--- src/rtl/ifu_pkg.sv ---
// ifu_pkg: shared encodings for the instruction-fetch unit.
//   - npc_sel encodings (NPC_SEQ / NPC_BR / NPC_J / NPC_JR)
//   - fetch FSM state encodings (IDLE / FETCH / ISSUE / ERR)
//   - default reset PC
package ifu_pkg;

   localparam logic [31:0] RESET_PC_DEFAULT = 32'h0000_3000;

   typedef enum logic [1:0] {
      NPC_SEQ = 2'b00,
      NPC_BR  = 2'b01,
      NPC_J   = 2'b10,
      NPC_JR  = 2'b11
   } npc_sel_e;

   typedef enum logic [1:0] {
      IDLE  = 2'b00,
      FETCH = 2'b01,
      ISSUE = 2'b10,
      ERR   = 2'b11
   } ifu_state_e;

   function automatic logic word_aligned(input logic [31:0] a);
      return (a[1:0] == 2'b00);
   endfunction

endpackage

--- src/rtl/ifu_npc_calc.sv ---
// npc_calc: combinational next-PC selection.
//   pc           in   current PC
//   npc_sel      in   NPC_SEQ / NPC_BR / NPC_J / NPC_JR
//   branch_taken in   branch condition, used only for NPC_BR
//   ext_imm      in   sign/zero-extended immediate (word offset)
//   instr_idx    in   instr[25:0] jump index
//   jr_target    in   register target for jr
//   pc_plus4     out  pc + 4
//   npc          out  selected next PC (all arithmetic wraps mod 2^32)
module npc_calc
   import ifu_pkg::*;
(
   input  logic [31:0] pc,
   input  logic [1:0]  npc_sel,
   input  logic        branch_taken,
   input  logic [31:0] ext_imm,
   input  logic [25:0] instr_idx,
   input  logic [31:0] jr_target,
   output logic [31:0] pc_plus4,
   output logic [31:0] npc
);

   logic [31:0] br_target;

   assign pc_plus4  = pc + 32'd4;
   assign br_target = pc_plus4 + {ext_imm[29:0], 2'b00};

   always_comb begin
      npc = pc_plus4;
      unique case (npc_sel_e'(npc_sel))
         NPC_SEQ: npc = pc_plus4;
         NPC_BR:  npc = branch_taken ? br_target : pc_plus4;
         NPC_J:   npc = {pc_plus4[31:28], instr_idx, 2'b00};
         NPC_JR:  npc = jr_target;
         default: npc = pc_plus4;
      endcase
   end

endmodule

--- src/rtl/ifu_fetch.sv ---
// ifu_fetch: instruction-fetch unit. Holds the PC and fetched instruction,
// fetches one word per req/ack handshake, issues it with valid/ready and
// then advances the PC using npc_calc.
//   clk, reset        clock, synchronous active-high reset
//   imem_req/addr     fetch request and address (= pc), held until ack
//   imem_ack/rdata    memory response
//   instr_valid/ready issue handshake to decode
//   instr, imm16, pc, pc_plus4  held instruction and derived fields
//   npc_sel, branch_taken, ext_imm, jr_target  next-PC controls
//   fetch_err         sticky misaligned-next-PC flag
// Optional feature macro: IFU_ALIGN_CHECK_EN (misaligned-npc trap into ERR).
module ifu_fetch
   import ifu_pkg::*;
#(
   parameter logic [31:0] RESET_PC = RESET_PC_DEFAULT
)(
   input  logic        clk,
   input  logic        reset,
   output logic        imem_req,
   output logic [31:0] imem_addr,
   input  logic        imem_ack,
   input  logic [31:0] imem_rdata,
   output logic        instr_valid,
   input  logic        instr_ready,
   output logic [31:0] instr,
   output logic [15:0] imm16,
   output logic [31:0] pc,
   output logic [31:0] pc_plus4,
   input  logic [1:0]  npc_sel,
   input  logic        branch_taken,
   input  logic [31:0] ext_imm,
   input  logic [31:0] jr_target,
   output logic        fetch_err
);

   ifu_state_e  state_q, state_d;
   logic [31:0] pc_q, pc_d;
   logic [31:0] instr_q, instr_d;
   logic [31:0] npc;

   npc_calc u_npc (
      .pc           (pc_q),
      .npc_sel      (npc_sel),
      .branch_taken (branch_taken),
      .ext_imm      (ext_imm),
      .instr_idx    (instr_q[25:0]),
      .jr_target    (jr_target),
      .pc_plus4     (pc_plus4),
      .npc          (npc)
   );

`ifdef IFU_ALIGN_CHECK_EN
   logic err_q, err_d;
`endif

   always_comb begin
      state_d = state_q;
      pc_d    = pc_q;
      instr_d = instr_q;
`ifdef IFU_ALIGN_CHECK_EN
      err_d   = err_q;
`endif
      case (state_q)
         IDLE:  state_d = FETCH;
         FETCH: begin
            if (imem_ack) begin
               instr_d = imem_rdata;
               state_d = ISSUE;
            end
         end
         ISSUE: begin
            if (instr_ready) begin
`ifdef IFU_ALIGN_CHECK_EN
               // misaligned target: keep pc pointing at the offending instr
               if (!word_aligned(npc)) begin
                  err_d   = 1'b1;
                  state_d = ERR;
               end else begin
                  pc_d    = npc;
                  state_d = FETCH;
               end
`else
               pc_d    = npc;
               state_d = FETCH;
`endif
            end
         end
`ifdef IFU_ALIGN_CHECK_EN
         ERR:     state_d = ERR;
`endif
         default: state_d = IDLE;
      endcase
   end

   always_ff @(posedge clk) begin
      if (reset) begin
         state_q <= IDLE;
         pc_q    <= RESET_PC;
         instr_q <= '0;
`ifdef IFU_ALIGN_CHECK_EN
         err_q   <= 1'b0;
`endif
      end else begin
         state_q <= state_d;
         pc_q    <= pc_d;
         instr_q <= instr_d;
`ifdef IFU_ALIGN_CHECK_EN
         err_q   <= err_d;
`endif
      end
   end

   assign imem_req    = (state_q == FETCH);
   assign imem_addr   = pc_q;
   assign instr_valid = (state_q == ISSUE);
   assign instr       = instr_q;
   assign imm16       = instr_q[15:0];
   assign pc          = pc_q;
`ifdef IFU_ALIGN_CHECK_EN
   assign fetch_err   = err_q;
`else
   assign fetch_err   = 1'b0;
`endif

endmodule

--- config.mk ---
export PLATFORM = sky130hd
export DESIGN_NAME = ifu_fetch
export DESIGN_NICKNAME = d
export VERILOG_FILES = /design/src/rtl/ifu_pkg.sv /design/src/rtl/ifu_npc_calc.sv /design/src/rtl/ifu_fetch.sv
export SDC_FILE = /design/constraint.sdc
export NUM_CORES = 1
export LEC_CHECK = 0
export CORE_MARGIN = 10
export CORE_UTILIZATION = 47
export DETAILED_ROUTE_END_ITERATION = 10
export PLACE_DENSITY = 0.95
export REMOVE_ABC_BUFFERS = 1
export SLEW_MARGIN = 20
export SYNTH_ARGS = -nofsm -noshare
export SYNTH_HDL_FRONTEND = slang
export SYNTH_SLANG_ARGS = --single-unit
--- constraint.sdc ---
create_clock -name clk -period 6.83 [get_ports clk]
set_clock_uncertainty 0.15 [all_clocks]
set_input_delay 1.7075 -clock clk [delete_from_list [all_inputs] [get_ports clk]]
set_output_delay 1.7075 -clock clk [all_outputs]
set_load 0.02 [all_outputs]
== After elaboration in Yosys (flattened, before gate mapping) ==
Index checks and enable logic that the tools add are counted.

* Bits in registers: 66
* Word-level logic and storage cells: 22
* Input port bits: 103
* Output and inout port bits: 147

* Reduce and logical (&&, ||, !) cells: 5
* Multiplexer cells: 5
* Eq/ne operators: 7
* $add $sub $neg: 2

{| class="wikitable"
|+ Operator list
! operator !! count
|-
| 32-bit one-hot mux with 4 select lines || 1
|-
| 32-bit by 3-bit adder with 32-bit output (second input constant) || 1
|-
| 32-bit adder || 1
|-
| 32-bit two-way mux || 1
|-
| 2-bit == test (second input constant) || 3
|-
| 2-bit one-hot mux with 3 select lines || 1
|-
| 2-bit AND reduction || 3
|-
| 2-bit by 1-bit == test with 1-bit output (second input constant) || 2
|-
| 2-bit logical NOT || 2
|-
| 2-bit two-way mux || 2
|-
| 2-bit by 1-bit != test with 1-bit output (second input constant) || 2
|}

== Longest topological paths before layout ==
Gate-level depths: netlist (run 1).

* Depth in word-level cells: 4
* Mapped depth: 15
* Mapped depth without buffers: 15

== Hierarchy ==
From an unflattened synthesis (run 1), not the netlist that was laid out.

* Cells, all modules: 804
* Area total of the unflattened synthesis: 6,525.0 sq um

{| class="wikitable"
|+ By module, submodules not included
! module !! cells each !! seq. area each (sq um) !! instances !! area each (sq um)
|-
| ifu_fetch || 339 || 1,321.3 || 1 || 3,362.0
|-
| npc_calc || 465 || 0.0 || 1 || 3,163.0
|}

== Worst setup path before layout (run 1) ==
OpenSTA, ideal clock, no wires.

* Path type: register to register
* Start point: register pc_q[2], in the netlist imem_addr[2]
* End point: register pc_q[29], in the netlist imem_addr[29]
* Arrival time: 3.946 ns
* Path slack: 2.617 ns
* Path buffers: 0
* Period minus slack after synthesis: 4.213 ns
* Setup time: 0.117 ns
* Data required time: 6.563 ns
* Cell stages (with the launch flop): 15
* Cells stage by stage: dfxtp_1 > ha_1 > nand4_1 > nor3_1 > nand3_1 > xnor2_1 > ha_1 > a21o_1 > a21o_1 > a21oi_1 > o211ai_2 > a2111oi_4 > nor4_1 > o311a_1 > a22o_1

* Longest elaborated chain between the ends: 4

{| class="wikitable"
|+ RTL lines
! what !! line !! text
|-
| start, declared || ifu_fetch.sv:37 || <nowiki>logic [31:0] pc_q, pc_d;</nowiki>
|-
| start signal, assigned || ifu_fetch.sv:105 || <nowiki>pc_q <= pc_d;</nowiki>
|-
| 32-bit by 3-bit adder with 32-bit output || ifu_npc_calc.sv:25 || <nowiki>assign pc_plus4 = pc + 32'd4;</nowiki>
|-
| net pc_plus4[14] || ifu_fetch.sv:28 || <nowiki>output logic [31:0] pc_plus4,</nowiki>
|-
| 32-bit adder || ifu_npc_calc.sv:26 || <nowiki>assign br_target = pc_plus4 + {ext_imm[29:0], 2'b00};</nowiki>
|-
| 32-bit two-way mux || ifu_npc_calc.sv:32 || <nowiki>NPC_BR: npc = branch_taken ? br_target : pc_plus4;</nowiki>
|-
| 32-bit one-hot mux with 4 select lines || ifu_npc_calc.sv:30 || <nowiki>unique case (npc_sel_e'(npc_sel))</nowiki>
|}

The timed path passes the listed nets, and every way through them passes these cells.
A chain may end at the register's enable or synchronous reset.

== Worst setup path in the final report (run 1) ==
* Start point: register pc_q[19], in the netlist imem_addr[19]
* End point: output port pc_plus4[30]

* Longest elaborated chain between the ends: 1

{| class="wikitable"
|+ RTL lines
! what !! line
|-
| 32-bit by 3-bit adder with 32-bit output || ifu_npc_calc.sv:25
|-
| end, declared || ifu_fetch.sv:28
|}

Every way passes these cells.

==> results.cfg, run 1 <==
[place]
placedCellCount = 1122
portBuffers = 246
gp_congestion = 0.955
dp.final_hpwl_um = 17900

[drt]
drc = 0
dr.first_iter.drc_count = 635
ant_nets = 0
detail_route.wl_per_cell_um = 20.4
firstDrtPassIters = 5
avgViaCountPerCell = 5.88
wirelength_um = 23200
num_vias = 6697

[yosys]
avgSynthCellArea_um2 = 7.37
synth-seq-cells = 66
ys_warn_count = 0
synthesis.area_mm2 = 0.00584
synth_edf_count = 0
synthArstFlopShare = 0
seq_area_frac_synth = 0.226
yosysUniqueCellTypes = 70
netlist_instances = 793
synth_ff_type = dfxtp_1

[clocking]
cts_made_buffers = 9
cts_sinks = 66
clock_path_buffers = 2
cts_root_buffer = clkbuf_16
cts_tree = built
clk_latency_ps = 340
clk_pin_slew_worst_paths_ps = 60
htreeDepth = 3
cts_setup_buffers = 0
cts_resized = 0
ctsHoldBuffers = 0

[grt]
grt_remaining_overflow = 0
grt_max_degree = 64
grt_pass1_wl_um = 36100
first_global_vias = 6450
use_met2 = 0.419
grt_use_total = 0.251
grt_antenna_before_repair = 0
grt_util_met1 = 0.297
top_usage_layer = met2
grtUsageMet3 = 0.0701

[die]
pin_count = 250
rows = 40
dieHeight_um = 132
initial_utilization = 0.483
die-width_um = 132
core-area_mm2 = 0.0121
die_area_mm2 = 0.0173

[pwr]
cellPowerDensity_mw_per_mm2 = 148
intPower_mw = 0.851
irDropWorstVdd_mv = 0.140
power_mw = 1.24
clock_power_share = 0.398
sequentialPowerShare = 0.337
switching_share = 0.311
combinationalPowerShare = 0.265
p_switching_mw = 0.384
p_leak_nw = 3.23

[final_layout]
mostFrequentLayoutCells = clkdlybuf4s50_1, nand2_1, a21oi_1, dfxtp_1, nor2_1
fin_util = 0.688
antennaDiodeCount = 0
final_cells = 1138
mostFrequentLayoutCell = clkdlybuf4s50_1
layout-drive-gt1-share = 0.0505
final_nets = 1103
syn_to_final_growth_pct = 42.6

[critical_path]
endpoint_kind = primary output
crit_end = pc_plus4[30]
path_max_fanout = 10
critPathLaunch = imem_addr[19]
timing.rr.start = imem_addr[19]
cp_data_required_time_ps = 4970
r2r_end = imem_addr[31]
ff2ff_path_depth = 13
arrival_ps = 3630
path_class = reg -> out
startpoint_type = flip-flop
r2r_slack_ps = 2260

[timing]
tightest_slew_ps = 1130
finalSetupViolations = 0
rsz0062_at_grt = no
hold_ws_ps = 302
fin_crit_sh = 0.804
hold_violations = 0
drv_slew = 0
clock.fmax_mhz = 182
fin_tns_setup_ps = 0
period_needed_ps = 5490
relSlewSlack = 0.239

[status]
status = finished, final reports clean

[min_path]
hold_path.class = reg -> reg

[run]
maxCapViolCount = 0
[stage by stage]
step                cell area (um^2)  setup WS (ps)
floorplan                       5310           2460
global placement                8010           1790
detailed placement              8020           1700
CTS                             8330           1390
global route                    8340           1250
finish                          8340           1340
[final cells by class]
cell class	count	area, um^2
Inverter	19	71.3
Multi-Input combinational cell	617	3920
Fill cell	982	3770
Clock buffer	10	239
Sequential cell	66	1320
Tap cell	168	210
Timing Repair Buffer	252	2500
Clock inverter	6	75.1
[sequential cells by signal, indices dropped and copies added (netlist names)]
| name | count |
|---|---|
| state_q | 2 |
| instr | 32 |
| imem_addr | 32 |
[worst min-delay path by stage]
stage | from | to | depth (start not counted) | slack, ps
after global placement | instr[31] | instr[31] | 2 | 290
after detailed placement | instr[30] | instr[30] | 2 | 300
after global routing | instr[26] | instr[26] | 2 | 330
after CTS | instr[26] | instr[26] | 2 | 300
after floorplan | state_q[0] | state_q[0] | 2 | 360
final | instr[26] | instr[26] | 2 | 300
[critical path, stage by stage, from the launching register on]
cell and delay [ps]:
dfxtp_1 550, and4_1 290, nand4_1 230, nor4_1 1020, and3_1 300, xor2_1 250
clkdlybuf4s50_1 660
[power by group through the flow]
stage	clock network [mW]	registers [mW]	logic (mW)
after floorplan	0	0.446	0.128
after global routing	0.512	0.418	0.350
after detailed placement	0	0.424	0.322
after global placement	0	0.423	0.315
after CTS	0.496	0.415	0.324
final	0.492	0.416	0.327
[layer usage]
metal | vias up | part of all wire
met5 | - | 0
met4 | 0 | 0.035
met3 | 60 | 0.099
met2 | 371 | 0.48
met1 | 3102 | 0.39
li1 | 3164 | -
[synthesized netlist by cell type, drive strengths merged (7+ instances only)]
cell type	count	area share
or3	7	0.0075
o21ai	22	0.019
xor2	18	0.027
a21o	14	0.018
and3	8	0.0088
a21oi	87	0.075
nor2	57	0.037
and2	8	0.0090
nand2b	7	0.0075
nor2b	9	0.0096
mux2	14	0.027
nand3	27	0.024
xnor2	20	0.030
clkbuf	33	0.021
nor3	21	0.018
a211oi	11	0.014
dfxtp	66	0.23
mux2i	16	0.027
inv	19	0.012
buf	58	0.070
nand2	125	0.080
ha	34	0.073
nand4	15	0.016
o211ai	9	0.013
a31oi	7	0.0075
[cell families (layout without fill, tap and decap cells)]
logic type / count (synthesis) / after routing / synth area share
and+or+nand+nor: 303 / 303 / 0.243
AOI/OAI and AO/OA: 210 / 210 / 0.239
buffers and inverters: 110 / 287 / 0.104
DFF: 66 / 66 / 0.226
xor gates and xnor gates: 38 / 38 / 0.0569
adders and majority gates: 35 / 35 / 0.0762
muxes: 30 / 30 / 0.0544
other: 1 / 1 / 0.000642
No activity file was read; power rests on OpenSTA's default activity.
==> run 2: changes to the inputs <==
Settings changed: CORE_UTILIZATION 47 to 44, PLACE_DENSITY 0.95 to 0.9.
Clock period 6.83 ns to 5.4 ns, I/O delays scaled along.
==> run 2 against run 1 <==
Effect of this change: routed wire length shrank 2.1%; hold slack better by 5.1 ps; register-to-register slack got worse by 1500 ps; first-iteration DRC count fell by 23%; largest cell class unchanged; combinational power is 26% higher; clock-buffer cell count up 1; critical path depth stayed put; cell area fell by 0.30%; largest power group unchanged; worst setup slack worse by 610 ps; clock power up 7.9%.
==> results.cfg, run 2 (same netlist as run 1, synthesis figures left out) <==
[pwr]
cellPowerDensity_mw_per_mm2 = 177
intPower_mw = 1.01
clock_power_share = 0.361
switching_share = 0.312
combinationalPowerShare = 0.280
p_switching_mw = 0.458
p_leak_nw = 3.22
irDropWorstVdd_mv = 0.170
sequentialPowerShare = 0.358

[clocking]
clock_path_buffers = 2
cts_root_buffer = clkbuf_16
cts_sinks = 66
ctsHoldBuffers = 0
cts_made_buffers = 9
clk_latency_ps = 340
cts_setup_buffers = 0
htreeDepth = 3
cts_tree = built
cts_resized = 0
clk_pin_slew_worst_paths_ps = 50

[timing]
rsz0062_at_grt = no
finalSetupViolations = 0
tightest_slew_ps = 840
hold_violations = 0
layout_setup_ws_ps = 731
fin_tns_setup_ps = 0
fin_crit_sh = 0.865
clock.fmax_mhz = 214
relSlewSlack = 0.438
period_needed_ps = 4670
drv_slew = 0

[drt]
num_vias = 6588
drc = 0
wirelength_um = 22700
avgViaCountPerCell = 5.74
detail_route.wl_per_cell_um = 19.7
dr.first_iter.drc_count = 488
firstDrtPassIters = 6
ant_nets = 0

[die]
die_area_mm2 = 0.0183
rows = 42
initial_utilization = 0.445
core-area_mm2 = 0.0131
pin_count = 250
dieHeight_um = 135
die-width_um = 135

[critical_path]
arrival_ps = 3170
endpoint_kind = primary output
cpPeakStageDelay_ps = 730
startpoint_type = flip-flop
path_max_fanout = 8
crit_chain = ha_1, nand4_1, nor3_1, nand3_1, xnor2_1, clkdlybuf4s50_1
cp_data_required_time_ps = 3900
path_delay_family = simple AND/OR/NAND/NOR gates
cp_slowest_cell = clkdlybuf4s50_1
path_class = reg -> out
critPathBufInv = 1

[final_layout]
mostFrequentLayoutCell = clkdlybuf4s50_1
layout-drive-gt1-share = 0.0514
multi_input_area_mm2 = 0.00392
fillers = 1184
final_nets = 1106
register_area_mm2 = 0.00132
syn_to_final_growth_pct = 42.2
mostFrequentLayoutCells = clkdlybuf4s50_1, nand2_1, a21oi_1, dfxtp_1, nor2_1
antennaDiodeCount = 0

[grt]
grt_pass1_wl_um = 34800
grt_max_degree = 57
first_global_vias = 6404
grt_antenna_before_repair = 0
grt_remaining_overflow = 0
grt_use_total = 0.237

[place]
dpl_worst_slack_ps = 829
portBuffers = 246
gp_congestion = 0.957
dp.final_hpwl_um = 17600

[run]
maxCapViolCount = 0

[status]
status = finished, final reports clean

[min_path]
hold_path.class = reg -> reg
run 2: worst reg2reg max path: cells and delay by family (launching register included):
| family | cells | cell delay, ps |
|---|---|---|
| flops | 1 | 540 |
| buf+inv | 1 | 70 |
| compound gates | 5 | 1490 |
| simple gates | 5 | 1230 |
| xor+xnor | 1 | 350 |
| fa+ha+maj | 2 | 660 |
run 2: area by class of cell:
type	instances	area share
multi-input combinational	617	0.472
timing repair buffer	255	0.303
sequential	66	0.159
clock buffer	11	0.0280
tap	176	0.0265
inverter	19	0.00858
clock inverter	4	0.00361
run 2: final timing paths:
check | cells past startpoint | startpoint | slack [ps] | endpoint
min reg2reg | 2 | instr[28] | 310 | instr[28]
min | 2 | instr[28] | 310 | instr[28]
max | 6 | imem_addr[2] | 730 | pc_plus4[14]
max reg2reg | 14 | imem_addr[2] | 800 | imem_addr[29]
run 2: power by group through the flow:
stage               clock, mW  combinational, mW  sequential, mW
CTS                     0.537              0.408           0.526
global route            0.558              0.442           0.528
floorplan                   0              0.162           0.564
detailed placement          0              0.405           0.536
finish                  0.531              0.412           0.526
global placement            0              0.402           0.535
run 2: through the flow:
step / cells / power (mW) / hold WS (ps) / instance area [um^2] / utilization
floorplan: 702 / 0.726 / 355 / 5310 / -
global placement: 1133 / 0.937 / 291 / 8050 / 0.612
detailed placement: 1133 / 0.941 / 298 / 8050 / 0.612
CTS: 1148 / 1.47 / 306 / 8310 / 0.632
global route: 1148 / 1.53 / 341 / 8310 / 0.633
finish: 1148 / 1.47 / 307 / 8310 / 0.633
run 2: routing by layer:
metal  share of wire  GRT usage  vias to the layer above
met1            0.40      0.287                     3073
met3           0.087     0.0616                       33
met2            0.49      0.401                      308
met4           0.023     0.0712                        0
met5               0          0                        -
li1                -          -                     3174
